<file path="src/rtl/mem_access_unit.sv">
// mem_access_unit
//   Load/store unit between a pipeline and a simple request/acknowledge memory bus.
//   A request is checked for size legality and alignment in IDLE. A valid request
//   latches the bus address, byte enables and lane-replicated store data and holds
//   them in WAIT until the memory acks or the wait budget runs out. Load data is
//   lane-shifted, truncated to the access size and sign/zero-extended on capture.
//   The unit then spends one DONE cycle before returning to IDLE.
//
// Parameters
//   W        data/address width, 32 or 64
//   TIMEOUT  WAIT cycles allowed without ack before the access is aborted (2..255)
//
// Ports
//   clk, rst_n           clock, asynchronous active-low reset
//   mem_read_en          load request from the pipeline
//   mem_write_en         store request from the pipeline
//   mem_size             00 byte, 01 half, 10 word, 11 double (W=64 only)
//   mem_unsigned         1: zero-extend loads, 0: sign-extend loads
//   mem_addr             effective address
//   mem_write_data       store data (right-aligned)
//   mem_read_data        formatted load result, held until the next capture
//   stall                pipeline must hold its inputs while high
//   addr_err             invalid request presented in IDLE (combinational)
//   bus_err              one-cycle pulse when an access times out
//   bus_req/bus_we       bus request / write strobe
//   bus_addr             width-aligned bus address
//   bus_be               byte-lane enables, little-endian
//   bus_wdata            lane-replicated store data
//   bus_rdata, bus_ack   read data and acknowledge from memory

module mem_access_unit #(
  parameter int unsigned W       = 32,
  parameter int unsigned TIMEOUT = 16
) (
  input  logic           clk,
  input  logic           rst_n,
  input  logic           mem_read_en,
  input  logic           mem_write_en,
  input  logic [1:0]     mem_size,
  input  logic           mem_unsigned,
  input  logic [W-1:0]   mem_addr,
  input  logic [W-1:0]   mem_write_data,
  output logic [W-1:0]   mem_read_data,
  output logic           stall,
  output logic           addr_err,
  output logic           bus_err,
  output logic           bus_req,
  output logic           bus_we,
  output logic [W-1:0]   bus_addr,
  output logic [W/8-1:0] bus_be,
  output logic [W-1:0]   bus_wdata,
  input  logic [W-1:0]   bus_rdata,
  input  logic           bus_ack
);

  localparam int unsigned BW   = W / 8;
  localparam int unsigned OFFW = (W == 64) ? 3 : 2;
  localparam logic [7:0]  LastWait = 8'(TIMEOUT - 1);

  typedef enum logic [1:0] {
    StIdle = 2'b00,
    StWait = 2'b01,
    StDone = 2'b10
  } state_e;

  state_e          state_q;
  logic [7:0]      wait_cnt_q;
  logic            bus_req_q;
  logic            bus_we_q;
  logic [W-1:0]    bus_addr_q;
  logic [BW-1:0]   bus_be_q;
  logic [W-1:0]    bus_wdata_q;
  logic [W-1:0]    rdata_q;
  logic            bus_err_q;
  logic [1:0]      size_q;
  logic            unsigned_q;
  logic [OFFW-1:0] off_q;

  logic [OFFW-1:0] off;
  logic            misaligned;
  logic            size_ok;
  logic            req_any;
  logic            valid_req;
  logic [BW-1:0]   be_nxt;
  logic [W-1:0]    wdata_rep;
  logic [W-1:0]    rdata_shift;
  logic [W-1:0]    rdata_fmt;

  // Request decode

  assign off     = mem_addr[OFFW-1:0];
  assign req_any = mem_read_en | mem_write_en;
  assign size_ok = (mem_size != 2'b11) || (W == 64);

  always_comb begin
    misaligned = 1'b0;
    unique case (mem_size)
      2'b00: misaligned = 1'b0;
      2'b01: misaligned = mem_addr[0];
      2'b10: misaligned = |mem_addr[1:0];
      2'b11: misaligned = |mem_addr[2:0];
    endcase
  end

  // Exactly one enable, a size this width supports, and natural alignment.
  assign valid_req = (mem_read_en ^ mem_write_en) && size_ok && !misaligned;

  assign addr_err = (state_q == StIdle) && req_any && !valid_req;
  assign stall    = ((state_q == StIdle) && valid_req) || (state_q == StWait);

  // Store path: byte enables and lane replication

  always_comb begin
    be_nxt = '0;
    unique case (mem_size)
      2'b00: be_nxt = BW'(1) << off;
      2'b01: be_nxt = BW'(3) << off;
      2'b10: be_nxt = BW'(15) << off;
      2'b11: be_nxt = '1;
    endcase
  end

  always_comb begin
    wdata_rep = mem_write_data;
    unique case (mem_size)
      2'b00: wdata_rep = {BW{mem_write_data[7:0]}};
      2'b01: wdata_rep = {(W/16){mem_write_data[15:0]}};
      2'b10: wdata_rep = {(W/32){mem_write_data[31:0]}};
      2'b11: wdata_rep = mem_write_data;
    endcase
  end

  // Load path: move the addressed lane to bit 0, then truncate and extend

  assign rdata_shift = bus_rdata >> {off_q, 3'b000};

  always_comb begin
    rdata_fmt = rdata_shift;
    unique case (size_q)
      2'b00: rdata_fmt = unsigned_q ? W'(rdata_shift[7:0])  : W'($signed(rdata_shift[7:0]));
      2'b01: rdata_fmt = unsigned_q ? W'(rdata_shift[15:0]) : W'($signed(rdata_shift[15:0]));
      2'b10: rdata_fmt = unsigned_q ? W'(rdata_shift[31:0]) : W'($signed(rdata_shift[31:0]));
      2'b11: rdata_fmt = rdata_shift;
    endcase
  end

  // Control FSM with registered bus-side outputs

  always_ff @(posedge clk or negedge rst_n) begin
    if (!rst_n) begin
      state_q     <= StIdle;
      wait_cnt_q  <= '0;
      bus_req_q   <= 1'b0;
      bus_we_q    <= 1'b0;
      bus_addr_q  <= '0;
      bus_be_q    <= '0;
      bus_wdata_q <= '0;
      rdata_q     <= '0;
      bus_err_q   <= 1'b0;
      size_q      <= '0;
      unsigned_q  <= 1'b0;
      off_q       <= '0;
    end else begin
      bus_err_q <= 1'b0;
      unique case (state_q)
        StIdle: begin
          if (valid_req) begin
            bus_req_q   <= 1'b1;
            bus_we_q    <= mem_write_en;
            bus_addr_q  <= {mem_addr[W-1:OFFW], {OFFW{1'b0}}};
            bus_be_q    <= be_nxt;
            bus_wdata_q <= wdata_rep;
            size_q      <= mem_size;
            unsigned_q  <= mem_unsigned;
            off_q       <= off;
            wait_cnt_q  <= '0;
            state_q     <= StWait;
          end
        end
        StWait: begin
          if (bus_ack) begin
            bus_req_q <= 1'b0;
            if (!bus_we_q) begin
              rdata_q <= rdata_fmt;
            end
            state_q <= StDone;
          end else if (wait_cnt_q == LastWait) begin
            // Budget spent: abort and report; stale load data is not left behind.
            bus_req_q <= 1'b0;
            bus_err_q <= 1'b1;
            rdata_q   <= '0;
            state_q   <= StDone;
          end else begin
            wait_cnt_q <= wait_cnt_q + 8'd1;
          end
        end
        StDone: begin
          state_q <= StIdle;
        end
        default: begin
          state_q <= StIdle;
        end
      endcase
    end
  end

  assign bus_req       = bus_req_q;
  assign bus_we        = bus_we_q;
  assign bus_addr      = bus_addr_q;
  assign bus_be        = bus_be_q;
  assign bus_wdata     = bus_wdata_q;
  assign bus_err       = bus_err_q;
  assign mem_read_data = rdata_q;

endmodule

</file>
<file path="config.mk">
export PLATFORM = sky130hd
export DESIGN_NAME = mem_access_unit
export DESIGN_NICKNAME = d
export VERILOG_FILES = /design/src/rtl/mem_access_unit.sv
export SDC_FILE = /design/constraint.sdc
export NUM_CORES = 1
export LEC_CHECK = 0
export BUFFER_PORTS_ARGS = -buffer_cell sky130_fd_sc_hd__buf_4
export CAP_MARGIN = 20
export CORE_ASPECT_RATIO = 1.75
export CORE_MARGIN = 1
export CORE_UTILIZATION = 55
export CTS_BUF_LIST = sky130_fd_sc_hd__clkbuf_4 sky130_fd_sc_hd__clkbuf_8
export DETAILED_ROUTE_END_ITERATION = 8
export HOLD_SLACK_MARGIN = 0.05
export PLACE_DENSITY = 0.95
export SYNTH_ARGS = -nofsm -noshare
export SYNTH_HDL_FRONTEND = slang
export SYNTH_SLANG_ARGS = --single-unit
</file>
<file path="constraint.sdc">
create_clock -name clk -period 3.55 [get_ports clk]
set_input_delay 0.355 -clock clk [delete_from_list [all_inputs] [get_ports clk]]
set_output_delay 0.355 -clock clk [all_outputs]
set_load 0.02 [all_outputs]
</file>
==> metrics, run 1 <==
status finished clean; CORE AREA 9590 um^2; Ys Warns 0; Final WS setup 0.866 ns; Fin. Hold Viols 0; max-cap check violation count 0; Mapped Area 5490 um^2; Die Y 134 um; Worst R2R End mem_read_data[14]$_DFFE_PN0P_; nature of the critical path endpoint output pin; number of vias per cell 5.99; Layout fillers 566; largest fanout on the critical path 27; Cell Count, Final, Fillers Out 786; initial antenna violation count 0; crit-path max cell delay 0.71 ns; gpl congestion 0.890; DIE AREA 10400 um^2; CTS tree built; WHS 0.140 ns; final WL 15700 um; fin nets 761; worst slack at placement 0.722 ns; pwr dens 896 nW/um^2; CTS Sinks 116; io pins 209; post-synthesis instance total 449; DP Area 7110 um^2; overall die width 77.6 um; min-delay src mem_addr[26]; CP max-delay cell ha_1; Fin Setup TNS 0 ns; total CTS buffers 17; gr usage total 31.1%; Hold Crit Class input pin to flip-flop; drt wl/cell 20.0 um; Data required, critical path 3.19 ns; top cells by area, synth dfrtp_1 (53%), mux2_1 (14%), a22o_1 (4.8%); initial DRC count 281; hold path depth 2; largest net degree at the start of global routing 67; HPWL after DPL 11400 um; critical path class input pin to output pin; worst slew pin tran 0.862 ns; row count 47; Hold EP bus_addr[26]$_DFFE_PN0P_; clock-pin slew on the worst setup and hold paths 0.07 ns; Skew-Pair Late Insertion Delay 0.43 ns; cell taking the most area after synthesis dfrtp_1; crit start category input pin; Non-Filler Cell Area, Final 7580 um^2; WP data arrival 2.33 ns; Leak 3.68 nW; final period utilization 75.6%; 1st-pass router iterations 7; Setup-failing EPs final 0; vias after detailed routing 4711; input/output buffers 206; Peak Freq 373 MHz; dpl cells 753; Min Clock Period, post-route 2.68 ns; Area Growth Syn to Fin 38.0%; top cell type's share of synthesized area 52.8%; CTS Buffer Depth 2; Synth cell types 47; layout cell share with drive strength beyond 1 39.5%; Reg2Reg Depth 4; first-pass GRT wire length 24500 um; CTS HTree Levels 4; worst r2r src off_q[0]$_DFFE_PN0P_; clock root buffer master clkbuf_8; n_diodes 0; Slew Limit Fails 0; FF+latch count, synth 116; Post-route DRC 0; R2R setup slack 1.22 ns; Crit path top cell by count buf_4; post-synthesis average cell area 12.2 um^2; crit-path cells buf_4 > inv_1 > ha_1 > a21oi_2 > nor2_4 > or2_1 > buf_4; total congestion overflow 0; RSZ-0062 raised after global routing no; Worst slew margin 42.5%; Seq/Total Area, Yosys 52.8%; Initial Util 57.3%; final setup skew 0.0152 ns; Post-DRT Antenna Nets 0; vias in the first global route 4869; Worst VDD drop 0.573 mV
-- sequential cells by signal, indices dropped and copies added (netlist names), 2 cells and up --
register and flops:
bus_wdata 32, mem_read_data 32, bus_addr 30, wait_cnt_q 8, bus_be 4, off_q 2
size_q 2, state_q 2
-- worst max-delay path by stage --
| stage | end | slack (ns) | start |
|---|---|---|---|
| final | stall | 0.87 | mem_size[1] |
| after global routing | stall | 0.71 | mem_size[1] |
| after CTS | stall | 0.90 | mem_size[1] |
| after detailed placement | bus_addr[22]$_DFFE_PN0P_ | 0.72 | mem_size[1] |
| after global placement | bus_addr[5]$_DFFE_PN0P_ | 0.85 | mem_size[1] |
| after floorplan | addr_err | 0.79 | mem_size[1] |
-- layer usage --
metal / routed length, um / GRT usage (%) / vias to the layer above
li1: - / - / 2074
met1: 5380 / 33.4 / 2289
met2: 8520 / 55.6 / 305
met3: 1230 / 8.37 / 43
met4: 554 / 15.2 / 0
met5: 0 / 0 / -
-- timing repair --
item,in CTS,in global routing
resized for setup,0,0
hold buffers,1,0
buffers inserted,0,0
hold endpoints to repair,21,0
-- cell families (layout without fill, tap and decap cells) --
group | count (synthesis) | in the layout | synth area share [%]
adder cells (fa/ha/maj) | 6 | 6 | 1.37
AND/OR/NAND/NOR | 68 | 68 | 6.26
buffers and inverters | 40 | 254 | 3.48
other | 1 | 2 | 0.0683
AO/OA/AOI/OAI | 113 | 113 | 14.8
flip-flops | 116 | 116 | 52.8
multiplexers | 105 | 105 | 21.2
-- report_power, final --
| group | total, mW | internal (mW) | switching (mW) | leakage [nW] |
|---|---|---|---|---|
| registers | 2.37 | 1.91 | 0.459 | 1.43 |
| clock network | 1.39 | 0.850 | 0.544 | 0.219 |
| logic | 3.03 | 1.38 | 1.65 | 2.03 |
| total | 6.79 | 4.14 | 2.65 | 3.68 |
-- cell usage in the layout (no fill, tap or decap), types with 8 or more instances in the layout --
| cell type | synthesis | final |
|---|---|---|
| clkbuf_8 | 0 | 17 |
| nand2_1 | 31 | 31 |
| a22o_1 | 30 | 30 |
| o22ai_1 | 9 | 9 |
| mux2_2 | 10 | 10 |
| mux2i_1 | 25 | 25 |
| o21ai_0 | 18 | 18 |
| mux2_1 | 69 | 69 |
| a21oi_1 | 14 | 14 |
| nor2_1 | 9 | 9 |
| dfrtp_1 | 116 | 116 |
| o2bb2ai_1 | 8 | 8 |
| buf_4 | 2 | 212 |
| inv_1 | 8 | 8 |
-- synthesized netlist by cell type (all sizes together) --
| library cell | count |
|---|---|
| and3 | 4 |
| nand4bb | 1 |
| nand4 | 2 |
| a21boi | 1 |
| nor2 | 10 |
| nand3 | 2 |
| a22o | 30 |
| a31oi | 5 |
| nor4bb | 1 |
| a22oi | 7 |
| and2 | 1 |
| a211o | 1 |
| mux2 | 79 |
| or2 | 1 |
| dfrtp | 116 |
| a21oi | 15 |
| nor3 | 2 |
| o21a | 1 |
| o22ai | 9 |
| o2bb2ai | 8 |
| o31ai | 3 |
| clkbuf | 16 |
| ha | 6 |
| nor4 | 2 |
| a221oi | 2 |
| nand2b | 6 |
| nand2 | 31 |
| o21ai | 22 |
| o41ai | 1 |
| mux2i | 25 |
| nor2b | 2 |
| nor3b | 1 |
| o311a | 1 |
| a32o | 7 |
| mux4 | 1 |
| or4 | 1 |
| conb | 1 |
| buf | 16 |
| inv | 8 |
| or3 | 1 |
-- critical path: cells and delay by family --
family | cells | cell delay, ns
AOI/OAI and AO/OA | 1 | 0.20
adders and majority gates | 1 | 0.71
buffers and inverters | 3 | 0.44
and+or+nand+nor | 2 | 0.61
-- area by class of cell --
type                    count  area [um^2]  area share (%)
flip-flops and latches    116         2900            38.3
multi-input cells         294         2420            31.9
clock buffers              19          249            3.28
repair buffers            214         1620            21.4
inverters                   8         30.0           0.396
clock inverters            13          208            2.74
well taps                 122          153            2.01
-- metrics by stage --
stage,total power [mW],util [%]
floorplan,4.00,-
global placement,5.24,74.2
detailed placement,5.39,74.2
CTS,6.81,79.1
global route,7.09,79.1
finish,6.79,79.1
(Power assumes the default switching activity.)
==> run 2, diff against run 1 <==
ABC_AREA = 1   (was not set)
CORE_UTILIZATION = 52   (was 55)
PLACE_DENSITY = 0.91   (was 0.95)
clock period = 2.7 ns   (was 3.55 ns; I/O delays follow)
==> run 2 against run 1 <==
Net effect:
- non-clock buffer count increased by 33
- via count increased by 30%
- final cell count increased by 48%
- count of clock-buffer cells in the layout decreased by 1
- first-iteration DRC count increased by 58%
- sequential power increased by 22%
- critical path type unchanged
==> metrics, run 2 <==
min-delay src mem_unsigned; Post-route DRC 0; commonest cells in the netlist nand2_1 (357), dfrtp_1 (116), nand3_1 (73); WP data arrival 1.83 ns; drt wl/cell 16.1 um; met3 WL 1170 um; vias in the first global route 5934; number of vias per cell 5.27; Worst VDD drop 0.687 mV; Hold Crit Class input pin to flip-flop; row count 51; final setup skew 0.0130 ns; Top Family by Delay on Critical Path simple AND/OR/NAND/NOR gates; HPWL after DPL 12600 um; Die Y 143 um; Mapped Area 5890 um^2; Post-DRT Antenna Nets 0; first-pass GRT wire length 29100 um; Worst slew margin 51.1%; cell taking the most area after synthesis dfrtp_1; simple-gate share of the synthesized area 33.4%; multiplexer area fraction after synthesis 0%; most common cell in the netlist nand2_1; final period utilization 77.8%; CORE AREA 11100 um^2; clock root buffer master clkbuf_8; overall die width 82.5 um; gr usage total 33.7%; Synth Area in Compound Gates 8.26%; Synth cell types 29; total CTS buffers 17; FF+latch count, synth 116; total congestion overflow 0; initial DRC count 445; Crit. Startpoint mem_size[1]; pwr dens 1040 nW/um^2; Overall Power 8.49 mW; post-synthesis instance total 793; Setup-failing EPs final 0; worst r2r src off_q[1]$_DFFE_PN0P_; final WL 18700 um; CTS tree built; Post-Synth XOR/XNOR Area 0.149%; largest family of logic cells by synthesized area simple AND/OR/NAND/NOR gates; Fin Setup TNS 0 ns; Peak Freq 476 MHz; gpl congestion 0.895; input/output buffers 206; clock-pin slew on the worst setup and hold paths 0.07 ns; Initial Util 53.1%; Synth async-reset ratio 100%; met2 WL post-DR 10100 um; 1st-pass router iterations 5; Seq/Total Area, Yosys 49.3%; post-synthesis average cell area 7.43 um^2; DIE AREA 11800 um^2; crit-path cells buf_4 > inv_1 > ha_1 > nand2_1 > nand2_1 > nand2_2 > nand3_4 > nand2_1 > buf_4; CTS Sinks 116; CP max-delay cell ha_1; Leak 4.54 nW; top cell type's share of synthesized area 49.3%; Post-synth EDFFs 0; DR top layer met4; most frequent cells in the layout nand2_1 (357), buf_4 (213), dfrtp_1 (116); CTS HTree Levels 4; crit start category input pin; largest net degree at the start of global routing 58; Fin. Hold Viols 0; RSZ-0062 raised after global routing no; fin nets 1127; buffer and inverter count on the worst path 3; Post-CTS Setup Inserts 0; Slew Limit Fails 0; Min Clock Period, post-route 2.10 ns; max-cap check violation count 0; Data required, critical path 2.43 ns; Area Growth Syn to Fin 38.4%; vias after detailed routing 6138; nature of the critical path endpoint output pin; largest fanout on the critical path 27; commonest non-fill, non-tap cell in the layout nand2_1; Synth Area in Adders 1.27%; crit-path max cell delay 0.33 ns; Skew-Pair Late Insertion Delay 0.44 ns; ys flop type dfrtp_1; status finished clean; Crit path top cell by count nand2_1; M1 WL 6540 um; layout cell share with drive strength beyond 1 25.1%; worst slew pin tran 0.733 ns; CTS Buffer Depth 2; initial antenna violation count 1; critical path class input pin to output pin; io pins 209; top cells by area, synth dfrtp_1 (49%), nand2_1 (23%), nand3_1 (6.2%); Ys Warns 0; Core Util, Final 73.4%
-- run 2: metal layers --
| layer | track usage [%] | up-vias |
|---|---|---|
| met5 | 0 | - |
| met4 | 21.1 | 0 |
| met3 | 8.18 | 68 |
| met2 | 58.0 | 276 |
| met1 | 35.7 | 2838 |
| li1 | - | 2956 |
-- run 2: worst paths after layout --
kind	endpoint	slack (ns)	cells after the start
worst max-delay path	stall	0.60	9
worst min-delay path	unsigned_q$_DFFE_PN0P_	0.06	3
worst max register to register	mem_read_data[21]$_DFFE_PN0P_	0.75	8
worst min register to register	mem_read_data[17]$_DFFE_PN0P_	0.48	2
max in group asynchronous	mem_read_data[2]$_DFFE_PN0P_	1.50	3
min in group asynchronous	bus_addr[24]$_DFFE_PN0P_	0.43	2
-- run 2: cell families (layout without fill, tap and decap cells) --
group / Yosys count / in the layout
AND/OR/NAND/NOR: 486 / 486
flip-flops: 116 / 116
buffers and inverters: 94 / 330
AO/OA/AOI/OAI: 89 / 89
adder cells (fa/ha/maj): 6 / 6
other: 1 / 4
XOR/XNOR: 1 / 1
-- run 2: final cells by class --
cell class              instances  area, um^2
flip-flops and latches        116        2900
multi-input cells             584        2550
diodes                          2        5.00
repair buffers                247        1970
well taps                     132         165
fillers                       858        2950
clock buffers                  18         241
inverters                      51         194
clock inverters                14         130
-- run 2: power breakdown --
group / leakage [nW] / switching, mW / internal, mW / total (mW)
clock: 0.187 / 0.780 / 0.745 / 1.53
sequential: 1.47 / 0.468 / 2.42 / 2.89
combinational: 2.88 / 2.50 / 1.56 / 4.07
-- run 2: worst reg2reg max path, delay by kind of cell (launching register included) --
kind | cells | cell delay, ns
AOI/OAI and AO/OA | 1 | 0.22
and+or+nand+nor | 4 | 0.48
DFF | 1 | 0.59
buffers and inverters | 3 | 0.55
-- run 2: metrics by stage --
stage / setup slack [ns] / area [um^2] / hold slack (ns) / instances
finish: 0.598 / 8150 / 0.0624 / 1164
CTS: 0.600 / 8140 / 0.0536 / 1161
global route: 0.458 / 8150 / 0.0978 / 1163
detailed placement: 0.583 / 7470 / 0.376 / 1099
floorplan: 0.589 / 5890 / -0.0256 / 794
global placement: 0.652 / 7470 / 0.369 / 1099
-- run 2: what timing repair did --
| action | in CTS | in global routing |
|---|---|---|
| gates resized for setup | 0 | 0 |
| hold endpoints to repair | 84 | 1 |
| hold buffers | 30 | 1 |
| endpoints found under the setup margin | 0 | 0 |
==> run 3, diff against run 2 <==
CORE_UTILIZATION = 47   (was 52)
PLACE_DENSITY = 0.87   (was 0.91)
clock period = 1.8 ns   (was 2.7 ns; I/O delays follow)
==> run 3 against run 2 <==
Net effect:
- utilization fell by 3.4 points
- sequential share of layout area fell by 1.4 points
- die area rose by 10%
- routed wire length rose by 2.1%
- clock power rose by 49%
- via count rose by 1.7%
- setup slack got worse by 0.47 ns
- largest cell class unchanged
- largest power group unchanged
==> metrics, run 3 (synthesis gave the netlist of run 2 again) <==
status finished clean; WP data arrival 1.49 ns; met3 usage 7.07%; pwr dens 1520 nW/um^2; Slew Limit Fails 0; Post-DRT Antenna Nets 0; clock-pin slew on the worst setup and hold paths 0.08 ns; commonest non-fill, non-tap cell in the layout nand2_1; grt met1 use 30.0%; Data required, critical path 1.62 ns; Leak 4.68 nW; largest net degree at the start of global routing 44; HPWL after DPL 13000 um; CORE AREA 12100 um^2; vias in the first global route 6238; final period utilization 92.8%; io pins 209; gr busiest metal met2; Hold Crit Class input pin to flip-flop; DIE AREA 13000 um^2; largest fanout on the critical path 20; switching power 5.67 mW; Initial Util 48.5%; CTS tree built; Die Y 150 um; gr usage total 29.9%; number of vias per cell 5.11; Internal 7.24 mW; CTS Buffer Depth 2; vias after detailed routing 6240; Logic pwr share 48.7%; total congestion overflow 0; layout cell share with drive strength beyond 1 25.7%; final WL 19100 um; Fin Setup TNS 0 ns; worst slew pin tran 0.554 ns; 1st-pass router iterations 5; first-pass GRT wire length 29300 um; Area Growth Syn to Fin 44.2%; Min Clock Period, post-route 1.67 ns; n_diodes 0; Skew-Pair Late Insertion Delay 0.43 ns; initial antenna violation count 0; drt wl/cell 15.6 um; gpl congestion 0.957; total CTS buffers 17; overall die width 86.6 um; Core Util, Final 70.0%; Final WS setup 0.130 ns; CTS HTree Levels 4; clock root buffer master clkbuf_8; fin nets 1154; Worst slew margin 63.1%; Flop pwr share 33.6%; critical path class flip-flop to output pin; input/output buffers 206; worst slack at placement 0.167 ns; Layout fillers 976; Worst VDD drop 0.889 mV; Setup-failing EPs final 0; M2 GR Usage 53.3%; initial DRC count 310; row count 53; crit start category flip-flop; final setup skew 0.0132 ns; Post-route DRC 0; Fin. Hold Viols 0; RSZ-0062 raised after global routing no; nature of the critical path endpoint output pin; Sw Share 43.9%; Peak Freq 599 MHz; CTS Sinks 116; most frequent cells in the layout nand2_1 (357), buf_4 (221), dfrtp_1 (116); clock share of power 17.7%; max-cap check violation count 0
-- run 3: cell count changes in the layout (fill, tap and decap cells not counted), sizes merged --
cell and change:
dlygate4sd3 +15, clkbuf +1, diode -2, clkinv -2
buf +11, clkinvlp +2
-- run 3: routing by layer --
metal	wire, um	vias to the layer above
met5	0	-
met4	1200	0
met3	1170	80
met2	10100	329
met1	6590	2824
li1	-	3007
-- run 3: final cells by class --
cell class / instances / area, um^2 / area share (%)
Timing Repair Buffer: 274 / 2260 / 26.7
Multi-Input combinational cell: 584 / 2550 / 30.1
Sequential cell: 116 / 2900 / 34.2
Clock inverter: 14 / 131 / 1.55
Inverter: 51 / 194 / 2.28
Tap cell: 165 / 206 / 2.43
Clock buffer: 18 / 241 / 2.84
-- run 3: final timing paths --
kind | slack, ns | from | cells past startpoint | end
hold / removal | 0.08 | mem_write_data[19] | 5 | bus_wdata[19]$_DFFE_PN0P_
setup / recovery | 0.13 | state_q[0]$_DFFE_PN0P_ | 5 | stall
max in group asynchronous | 0.88 | rst_n | 3 | bus_addr[5]$_DFFE_PN0P_
setup reg to reg | 0.14 | wait_cnt_q[0]$_DFFE_PN0P_ | 9 | mem_read_data[14]$_DFFE_PN0P_
min in group asynchronous | 0.28 | rst_n | 2 | mem_read_data[11]$_DFFE_PN0P_
hold reg to reg | 0.48 | bus_addr[2]$_DFFE_PN0P_ | 2 | bus_addr[2]$_DFFE_PN0P_
-- run 3: per-stage QoR --
stage	std cells	total power, mW	hold slack [ns]	cell area [um^2]
4_1_cts	1220	12.9	0.0527	8460
3_5_place_dp	1142	10.4	0.200	7620
6_report	1222	12.9	0.0792	8490
2_1_floorplan	794	7.81	-0.116	5900
5_1_grt	1222	13.7	0.0567	8490
3_3_place_gp	1142	10.3	0.199	7620
-- run 3: critical path: stages (launching register included) --
cell and delay (ns):
dfrtp_1 0.42, nor2_4 0.18, nand3_4 0.10, buf_12 0.16
nand2_1 0.06, buf_4 0.14
-- run 3: what timing repair did --
item                                   CTS  global route
setup buffers                            0             1
gates cloned                             0             1
endpoints found under the hold margin   83             0
setup endpoints to repair                2             1
pin swaps                                0             2
resized for setup                        2             0
hold buffers                            46             0
-- run 3: power by group through the flow --
stage	logic (mW)	clock network, mW	registers (mW)
after floorplan	2.41	0	5.40
after detailed placement	6.12	0	4.32
after global routing	6.82	2.43	4.46
after global placement	6.00	0	4.31
final	6.29	2.28	4.33
after CTS	6.22	2.33	4.31
